==> src/rtl/mem_arbiter.sv <==
// mem_arbiter: shares one memory port between an instruction-fetch port and a
// data port. Grants are combinational; responses come back one cycle later.
// Data has priority, but a waiting fetch is forced through after STARVE_LIMIT
// consecutive data grants.
module mem_arbiter #(
    parameter int ADDR_W       = 32,
    parameter int DATA_W       = 32,
    parameter int STARVE_LIMIT = 4
) (
    input  logic              clk,
    input  logic              rst_n,
    // instruction fetch port
    input  logic              i_req,
    input  logic [ADDR_W-1:0] i_addr,
    output logic              i_gnt,
    output logic              i_rvalid,
    output logic [DATA_W-1:0] i_rdata,
    // data port
    input  logic              d_req,
    input  logic              d_we,
    input  logic [ADDR_W-1:0] d_addr,
    input  logic [DATA_W-1:0] d_wdata,
    output logic              d_gnt,
    output logic              d_rvalid,
    output logic [DATA_W-1:0] d_rdata,
    // shared memory port
    output logic [ADDR_W-1:0] mem_addr,
    output logic [DATA_W-1:0] mem_wdata,
    output logic              mem_we,
    input  logic [DATA_W-1:0] mem_rdata,
    // grant counters
    output logic [31:0]       i_count,
    output logic [31:0]       d_count
);

    typedef enum logic [1:0] {IDLE, RESP_I, RESP_D} state_t;

    localparam logic [3:0] LIMIT = 4'(STARVE_LIMIT);

    state_t     state_q, state_d;
    logic [3:0] starve_cnt;
    logic       d_we_q;
    logic       starved;

    // Fetch has waited out its allowance: it wins this cycle.
    assign starved = (starve_cnt == LIMIT) && i_req;

    // Grants are gated by rst_n so nothing reaches memory while in reset.
    assign d_gnt = rst_n && d_req && !starved;
    assign i_gnt = rst_n && i_req && !d_gnt;

    assign mem_addr  = d_gnt ? d_addr : i_addr;
    assign mem_wdata = d_wdata;
    assign mem_we    = d_gnt && d_we;

    // Next response state follows whichever port was granted this cycle.
    always_comb begin
        state_d = IDLE;
        if (d_gnt)      state_d = RESP_D;
        else if (i_gnt) state_d = RESP_I;
    end

    // Response state register; reset drops any pending response.
    always_ff @(posedge clk or negedge rst_n) begin
        if (!rst_n) state_q <= IDLE;
        else        state_q <= state_d;
    end

    // Remember whether the granted data access was a write, for its ack.
    always_ff @(posedge clk or negedge rst_n) begin
        if (!rst_n)     d_we_q <= 1'b0;
        else if (d_gnt) d_we_q <= d_we;
    end

    // Count data grants taken while a fetch waits; clear once fetch is served or gone.
    always_ff @(posedge clk or negedge rst_n) begin
        if (!rst_n)                           starve_cnt <= '0;
        else if (!i_req || i_gnt)             starve_cnt <= '0;
        else if (d_gnt && starve_cnt != LIMIT) starve_cnt <= starve_cnt + 4'd1;
    end

    // Free-running grant counters, wrapping at 2^32.
    always_ff @(posedge clk or negedge rst_n) begin
        if (!rst_n) begin
            i_count <= '0;
            d_count <= '0;
        end else begin
            if (i_gnt) i_count <= i_count + 32'd1;
            if (d_gnt) d_count <= d_count + 32'd1;
        end
    end

    // Route memory read data to the port whose response is due this cycle.
    always_comb begin
        i_rvalid = 1'b0;
        i_rdata  = '0;
        d_rvalid = 1'b0;
        d_rdata  = '0;
        case (state_q)
            RESP_I: begin
                i_rvalid = 1'b1;
                i_rdata  = mem_rdata;
            end
            RESP_D: begin
                d_rvalid = 1'b1;
                d_rdata  = d_we_q ? '0 : mem_rdata;
            end
            default: ;
        endcase
    end

endmodule

==> config.mk <==
export PLATFORM = sky130hd
export DESIGN_NAME = mem_arbiter
export DESIGN_NICKNAME = d
export VERILOG_FILES = /design/src/rtl/mem_arbiter.sv
export SDC_FILE = /design/constraint.sdc
export NUM_CORES = 1
export LEC_CHECK = 0
export CAP_MARGIN = 20
export CELL_PAD_IN_SITES_DETAIL_PLACEMENT = 0
export CELL_PAD_IN_SITES_GLOBAL_PLACEMENT = 1
export CORE_MARGIN = 5
export CORE_UTILIZATION = 21
export DETAILED_ROUTE_END_ITERATION = 7
export GPL_ROUTABILITY_DRIVEN = 0
export HOLD_SLACK_MARGIN = 0.06
export PLACE_DENSITY_LB_ADDON = 0.1
export SYNTH_ARGS = -nofsm -noshare
export SYNTH_HDL_FRONTEND = slang
export SYNTH_SLANG_ARGS = --single-unit
==> constraint.sdc <==
create_clock -name clk -period 2.28 [get_ports clk]
set_clock_uncertainty 0.1 [all_clocks]
set_input_delay 0.342 -clock clk [delete_from_list [all_inputs] [get_ports clk]]
set_output_delay 0.342 -clock clk [all_outputs]
set_load 0.01 [all_outputs]
==> results of run 1 <==
==> layer usage <==
| metal | up-vias | share of wire |
|---|---|---|
| met5 | - | 0 |
| met4 | 0 | 0.023 |
| met3 | 29 | 0.060 |
| met2 | 137 | 0.50 |
| met1 | 2194 | 0.41 |
| li1 | 2232 | - |
==> stage by stage <==
step	cells	setup TNS [ns]	setup WS (ns)
CTS	1067	-2.91	-0.107
finish	1070	-2.48	-0.0916
floorplan	512	0	0.0249
detailed placement	1037	-16.76	-0.460
global route	1070	-5.39	-0.184
global placement	1037	-16.51	-0.466
==> worst max-delay path: stages, from the launching register on <==
cell,delay [ns]
dfrtp_1,0.37
inv_2,0.06
ha_4,0.15
and4b_1,0.19
or2_4,0.28
buf_12,0.16
buf_16,0.14
nand2_2,0.06
nand2_2,0.05
buf_6,0.12
==> cells by family (layout without fill, tap and decap cells) <==
logic type | count (synthesis) | count (layout) | synth area share
muxes | 2 | 2 | 0.00506
adders and majority gates | 4 | 4 | 0.0112
and+or+nand+nor | 302 | 302 | 0.364
xor gates and xnor gates | 62 | 62 | 0.122
buffers and inverters | 61 | 343 | 0.0820
AOI/OAI and AO/OA | 10 | 11 | 0.0169
DFF | 71 | 71 | 0.399
==> registers in the layout, indices dropped and copies added (netlist names) <==
signal      count
d_count        32
d_we_q          1
i_count        32
starve_cnt      4
state_q         2
==> cell type report <==
type                    instances  area share
repair buffers                318       0.383
multi-input cells             381       0.315
flip-flops and latches         71       0.213
well taps                     275      0.0412
clock buffers                  11      0.0302
clock inverters                 5      0.0124
inverters                       9     0.00494
==> cells in the mapped netlist (4+ instances only) <==
| cell type | instances | area, sq um |
|---|---|---|
| buf_2 | 6 | 30.0 |
| xnor2_1 | 37 | 324 |
| nor4_1 | 11 | 68.8 |
| nand4_1 | 25 | 156 |
| dfrtp_1 | 71 | 1780 |
| inv_1 | 9 | 33.8 |
| nand2_1 | 120 | 450 |
| buf_4 | 32 | 240 |
| clkbuf_1 | 12 | 45.0 |
| ha_1 | 4 | 50.1 |
| xor2_1 | 25 | 219 |
| and4_1 | 9 | 78.8 |
| nor3_1 | 11 | 55.1 |
| nand3_1 | 22 | 110 |
| and3_1 | 11 | 68.8 |
| nor2b_1 | 7 | 43.8 |
| and2_1 | 73 | 457 |
==> repair_timing <==
item                       in CTS  in global routing
hold endpoints to repair        6                  0
pin swaps                      40                 30
resized for setup             247                 67
gates cloned                    5                  2
hold buffers                    2                  0
setup endpoints to repair      72                 56
setup buffers                   7                  3
==> where the power goes <==
| group | switching [mW] | internal, mW |
|---|---|---|
| Sequential | 0.162 | 1.36 |
| Clock | 0.549 | 1.13 |
| Combinational | 0.487 | 0.651 |
==> layout by cell type, fill, tap and decap left out, drive strengths merged, types with 2 or more instances in the layout <==
| cell type | netlist | routed |
|---|---|---|
| clkdlybuf4s50 | 0 | 193 |
| nand2 | 120 | 120 |
| buf | 39 | 85 |
| and2 | 73 | 73 |
| dfrtp | 71 | 71 |
| xnor2 | 37 | 37 |
| dlygate4sd2 | 0 | 34 |
| nand4 | 25 | 25 |
| xor2 | 25 | 25 |
| nand3 | 22 | 22 |
| clkbuf | 13 | 12 |
| nor4 | 12 | 12 |
| and3 | 11 | 11 |
| nor3 | 11 | 11 |
| and4 | 9 | 9 |
| inv | 9 | 9 |
| nor2b | 7 | 7 |
| ha | 4 | 4 |
| nor2 | 3 | 3 |
| bufinv | 0 | 3 |
| dlymetal6s2s | 0 | 3 |
| nor4b | 3 | 3 |
| mux2 | 2 | 2 |
| a211oi | 2 | 2 |
| a21oi | 2 | 2 |
| a2111o | 1 | 2 |
| clkinv | 0 | 2 |
==> final timing paths <==
| check | endpoint | slack (ns) | depth (start not counted) |
|---|---|---|---|
| setup / recovery | mem_addr[5] | -0.09 | 9 |
| hold / removal | starve_cnt[3] | 0.28 | 4 |
| setup reg to reg | d_count[29] | 0.08 | 7 |
| hold reg to reg | i_count[31] | 0.37 | 1 |
| max in group asynchronous | i_count[24] | 0.80 | 5 |
| min in group clk | i_count[31] | 0.37 | 1 |
==> summary.txt, run 1 <==
Timing
  • Worst Hold Slack: 0.282 ns
  • Pins Over Slew Limit: 0
  • Fin. Hold Viols: 0
  • Setup ws final: -0.0916 ns
  • Max frequency: 0.422 GHz
  • Tmin final: 2.37 ns
  • Final setup viols: 33
  • Slew margin rel.: 0.510
  • RSZ-0062 raised after global routing: true
  • Slew @ Worst Pin: 0.736 ns
  • Period utilization: 1.04

Critical path
  • Worst Setup SP: starve_cnt[1]
  • CP arrival: 1.93 ns
  • Crit end category: output pin
  • R2r startpoint: starve_cnt[1]
  • Worst path required time: 1.84 ns
  • Critical Path Start Type: register
  • Critical path type: register to output pin
  • CP Max Fanout: 7

Logic synthesis
  • Ys flop type: dfrtp_1
  • YS warnings: 0
  • Ys async rst share: 1.00
  • Mapped cell area: 4450 sq um
  • EDFF count, synth: 0
  • Syn Nets: 649
  • Distinct cells, synth: 38
  • Register bit total from synthesis: 71
  • Seq/Total Area, Yosys: 0.399
  • Mean Syn Cell Area: 8.70 sq um
  • Post-Synthesis Cells: 512

Final layout
  • Fillers: 2106
  • Nets: 927
  • Final instance area: 8360 sq um
  • Multi-input combinational cell area: 2640 sq um
  • Layout cells sized above 1: 0.229
  • Reg area: 1780 sq um
  • # diodes: 0
  • Area Overhead vs Synth: 87.6%
  • Core utilization of the finished layout: 0.399

Route
  • Vias per cell: 4.29
  • DRC: 0
  • Remaining antenna violation count: 0
  • Vias post-DR: 4592
  • Routed WL: 19000 um
  • Router iterations before antenna repair: 4
  • Wirelength per Cell: 17.8 um
  • Drt initial violations: 173

Die
  • # rows: 53
  • Full die area: 24200 sq um
  • Die width: 156 um
  • Starting Density: 0.213
  • Die Height: 156 um
  • Core ar.: 21000 sq um
  • I/O pin count: 330

GRT
  • Total GRT Usage: 0.144
  • GRT overflow: 0
  • Antenna violations before repair: 0
  • Global Route met3 Usage: 0.0372
  • Met2 Use GR: 0.241
  • Global-route wire length before repair: 27500 um
  • GR peak layer: met2
  • Vias in the first global route: 4672
  • Met1 Use GR: 0.184
  • Largest net degree at the start of global routing: 54

Clock tree
  • CTS tree: done
  • # H-tree levels: 3
  • Clock buffer count from CTS: 9
  • Clk Latency, worst-skew pair: 0.33 ns
  • Clock sinks: 71
  • Root Driver: clkbuf_16
  • Clk buf depth: 2
  • CTS clock-pin slew for the worst setup and hold paths: 0.06 ns

Placement
  • IO Port Bufs: 265
  • Post-DP HPWL: 14100 um
  • Placed Area: 7440 sq um

Outcome
  • Status: finished with violations
  • Failing checks: negative setup slack

Flow run
  • Maxcap violations: 0

Pwr
  • VDD IR-drop max: 0.447 mV
  • Leakage: 3.86 nW
  • PwrDens: 519 nW/um^2
  • Overall Power: 4.34 mW

Worst hold path
  • Hold Path Class: primary input to async pin
No activity file was read; power rests on OpenSTA's default activity.
==> inputs of run 2 (changes only) <==
==> constraint.sdc (replaced) <==
create_clock -name clk -period 2.28 [get_ports clk]
set_clock_uncertainty 0.1 [all_clocks]
set_input_delay 0.228 -clock clk [delete_from_list [all_inputs] [get_ports clk]]
set_output_delay 0.228 -clock clk [all_outputs]
set_load 0.01 [all_outputs]
==> summary.txt, run 2 (synthesis results as in run 1) <==
Outcome
  • Status: finished, final reports clean

Final layout
  • Layout cells sized above 1: 0.182 (-0.0468)
  • Commonest cells after routing, fill and taps aside: clkdlybuf4s50_1 (197), nand2_1 (86), and2_1 (73)
  • Final instance area: 8040 sq um (-3.8%)
  • Core utilization of the finished layout: 0.384 (-0.0151)
  • Area Overhead vs Synth: 80.5%
  • Most common cell after layout, fill and taps aside: clkdlybuf4s50_1
  • # diodes: 0 (unchanged)
  • Nets: 917 (-1.1%)
  • Top Registers: d_count (32), i_count (32), starve_cnt (4)

Clock tree
  • Root Driver: clkbuf_16
  • Clk buf depth: 2 (unchanged)
  • CTS clock-pin slew for the worst setup and hold paths: 0.06 ns (about the same)
  • # H-tree levels: 3 (unchanged)
  • Clk Latency, worst-skew pair: 0.33 ns (about the same)
  • Clock buffer count from CTS: 9 (unchanged)
  • Clock sinks: 71 (unchanged)
  • CTS tree: done

GRT
  • GRT overflow: 0 (unchanged)
  • Global-route wire length before repair: 27300 um (-0.85%)
  • Vias in the first global route: 4592 (-1.7%)
  • Total GRT Usage: 0.143 (-0.00134)
  • Largest net degree at the start of global routing: 58 (+7.4%)
  • Antenna violations before repair: 1 (+1)

Timing
  • Pins Over Slew Limit: 0 (unchanged)
  • Slew margin rel.: 0.493 (-0.0163)
  • Max frequency: 0.449 GHz (+6.4%)
  • Tmin final: 2.23 ns (-0.143 ns)
  • Period utilization: 0.978 (-0.0625)
  • Slew @ Worst Pin: 0.760 ns (+0.0244 ns)
  • Final setup viols: 0 (-100%)
  • RSZ-0062 raised after global routing: true
  • Fin. Hold Viols: 0 (unchanged)
  • Worst Hold Slack: 0.303 ns (+0.0210 ns)
  • Setup TNS Final: 0 ns (+2.48 ns)

Die
  • # rows: 53 (unchanged)
  • Full die area: 24200 sq um (unchanged)
  • Starting Density: 0.213 (unchanged)
  • Core ar.: 21000 sq um (unchanged)
  • I/O pin count: 330 (unchanged)
  • Die Height: 156 um (unchanged)
  • Die width: 156 um (unchanged)

Flow run
  • Maxcap violations: 0 (unchanged)

Critical path
  • Worst path cell trace: inv_2 > ha_4 > and4b_1 > or2_4 > buf_12 > clkbuf_16 > nand2_4 > nand2_1 > buf_2
  • Worst path max stage delay: 0.37 ns (about the same)
  • R2r startpoint: starve_cnt[0]
  • Critical path type: register to output pin
  • CP Max Fanout: 7 (unchanged)
  • Reg2reg setup slack: 0.11 ns (+0.03 ns)
  • Crit end category: output pin
  • FF-to-FF path depth: 8 (+1)
  • Slowest stage cell on the critical path: dfrtp_1
  • Critical Path Start Type: register
  • Critical path capture point: mem_addr[15]
  • Reg2reg end: d_count[31]
  • Worst Setup SP: starve_cnt[0]
  • CP arrival: 1.90 ns (-0.03 ns)
  • Worst path required time: 1.95 ns (+0.11 ns)

Route
  • Drt initial violations: 197 (+14%)
  • Routed WL: 18600 um (-2.3%)
  • Router iterations before antenna repair: 4 (unchanged)
  • Vias post-DR: 4518 (-1.6%)
  • Remaining antenna violation count: 0 (unchanged)
  • Wirelength per Cell: 17.5 um (-1.4%)
  • DRC: 0 (unchanged)
  • Vias per cell: 4.26 (-0.68%)

Placement
  • IO Port Bufs: 265 (unchanged)
  • Placed Area: 7420 sq um (-0.37%)
  • Post-DP HPWL: 14100 um (+0.43%)

Pwr
  • Leakage: 3.98 nW (+3.3%)
  • Overall Power: 3.93 mW (-9.3%)
  • PwrDens: 489 nW/um^2 (-5.7%)
  • VDD IR-drop max: 0.321 mV (-28%)

Worst hold path
  • Hold Path Class: primary input to async pin
-- run 2: cell count changes in the layout (fill, tap and decap cells not counted), sizes merged --
cell           before  now
dlymetal6s4s        1    0
a2111o              2    1
dlymetal6s2s        3   26
dlygate4sd3         1    2
dlygate4sd2        34    7
buf                85   73
bufinv              3    0
clkinvlp            0    1
clkbuf             12   17
clkdlybuf4s50     193  197
-- run 2: worst max-delay path, delay by kind of cell (launching register included) --
family	cells	cell delay [ns]
buf+inv	4	0.52
simple gates	4	0.54
flops	1	0.37
fa+ha+maj	1	0.15
-- run 2: metal layers --
metal | GRT usage | part of all wire
met1 | 0.184 | 0.42
met2 | 0.236 | 0.49
met3 | 0.0372 | 0.061
met4 | 0.0429 | 0.026
met5 | 0 | 0.00070
-- run 2: how the worst min path moves through the flow --
stage                       to  slack (ns)   from  depth (start not counted)
finish              state_q[0]        0.30  rst_n                          3
global route        d_count[0]        0.31  rst_n                          3
CTS                 state_q[0]        0.31  rst_n                          3
detailed placement  state_q[0]        0.10  rst_n                          2
global placement    d_count[0]         0.1  rst_n                          2
floorplan           d_count[0]       -0.17  rst_n                          0
-- run 2: area by class of cell --
type / instances / area [sq um]
clock buffers: 13 / 260
well taps: 275 / 344
repair buffers: 309 / 3130
multi-input cells: 380 / 2470
fillers: 2156 / 12900
flip-flops and latches: 71 / 1780
inverters: 9 / 38.8
clock inverters: 3 / 17.5
-- run 2: per-stage QoR --
stage / setup WS (ns) / instances
after CTS: 0.000225 / 1056
after floorplan: 0.139 / 512
after global routing: -0.0480 / 1060
after detailed placement: -0.206 / 1035
after global placement: -0.209 / 1035
final: 0.0510 / 1060
-- run 2: repair_timing --
item	4_1_cts	5_1_grt
gates resized for setup	155	97
hold buffers	2	0
gates cloned	2	3
pin swaps	2	34
setup endpoints to repair	69	78
endpoints found under the hold margin	28	0
setup buffers	1	1
-- run 2: report_power, final --
group	switching (mW)	internal [mW]
clock	0.542	0.794
sequential	0.149	1.36
combinational	0.467	0.621
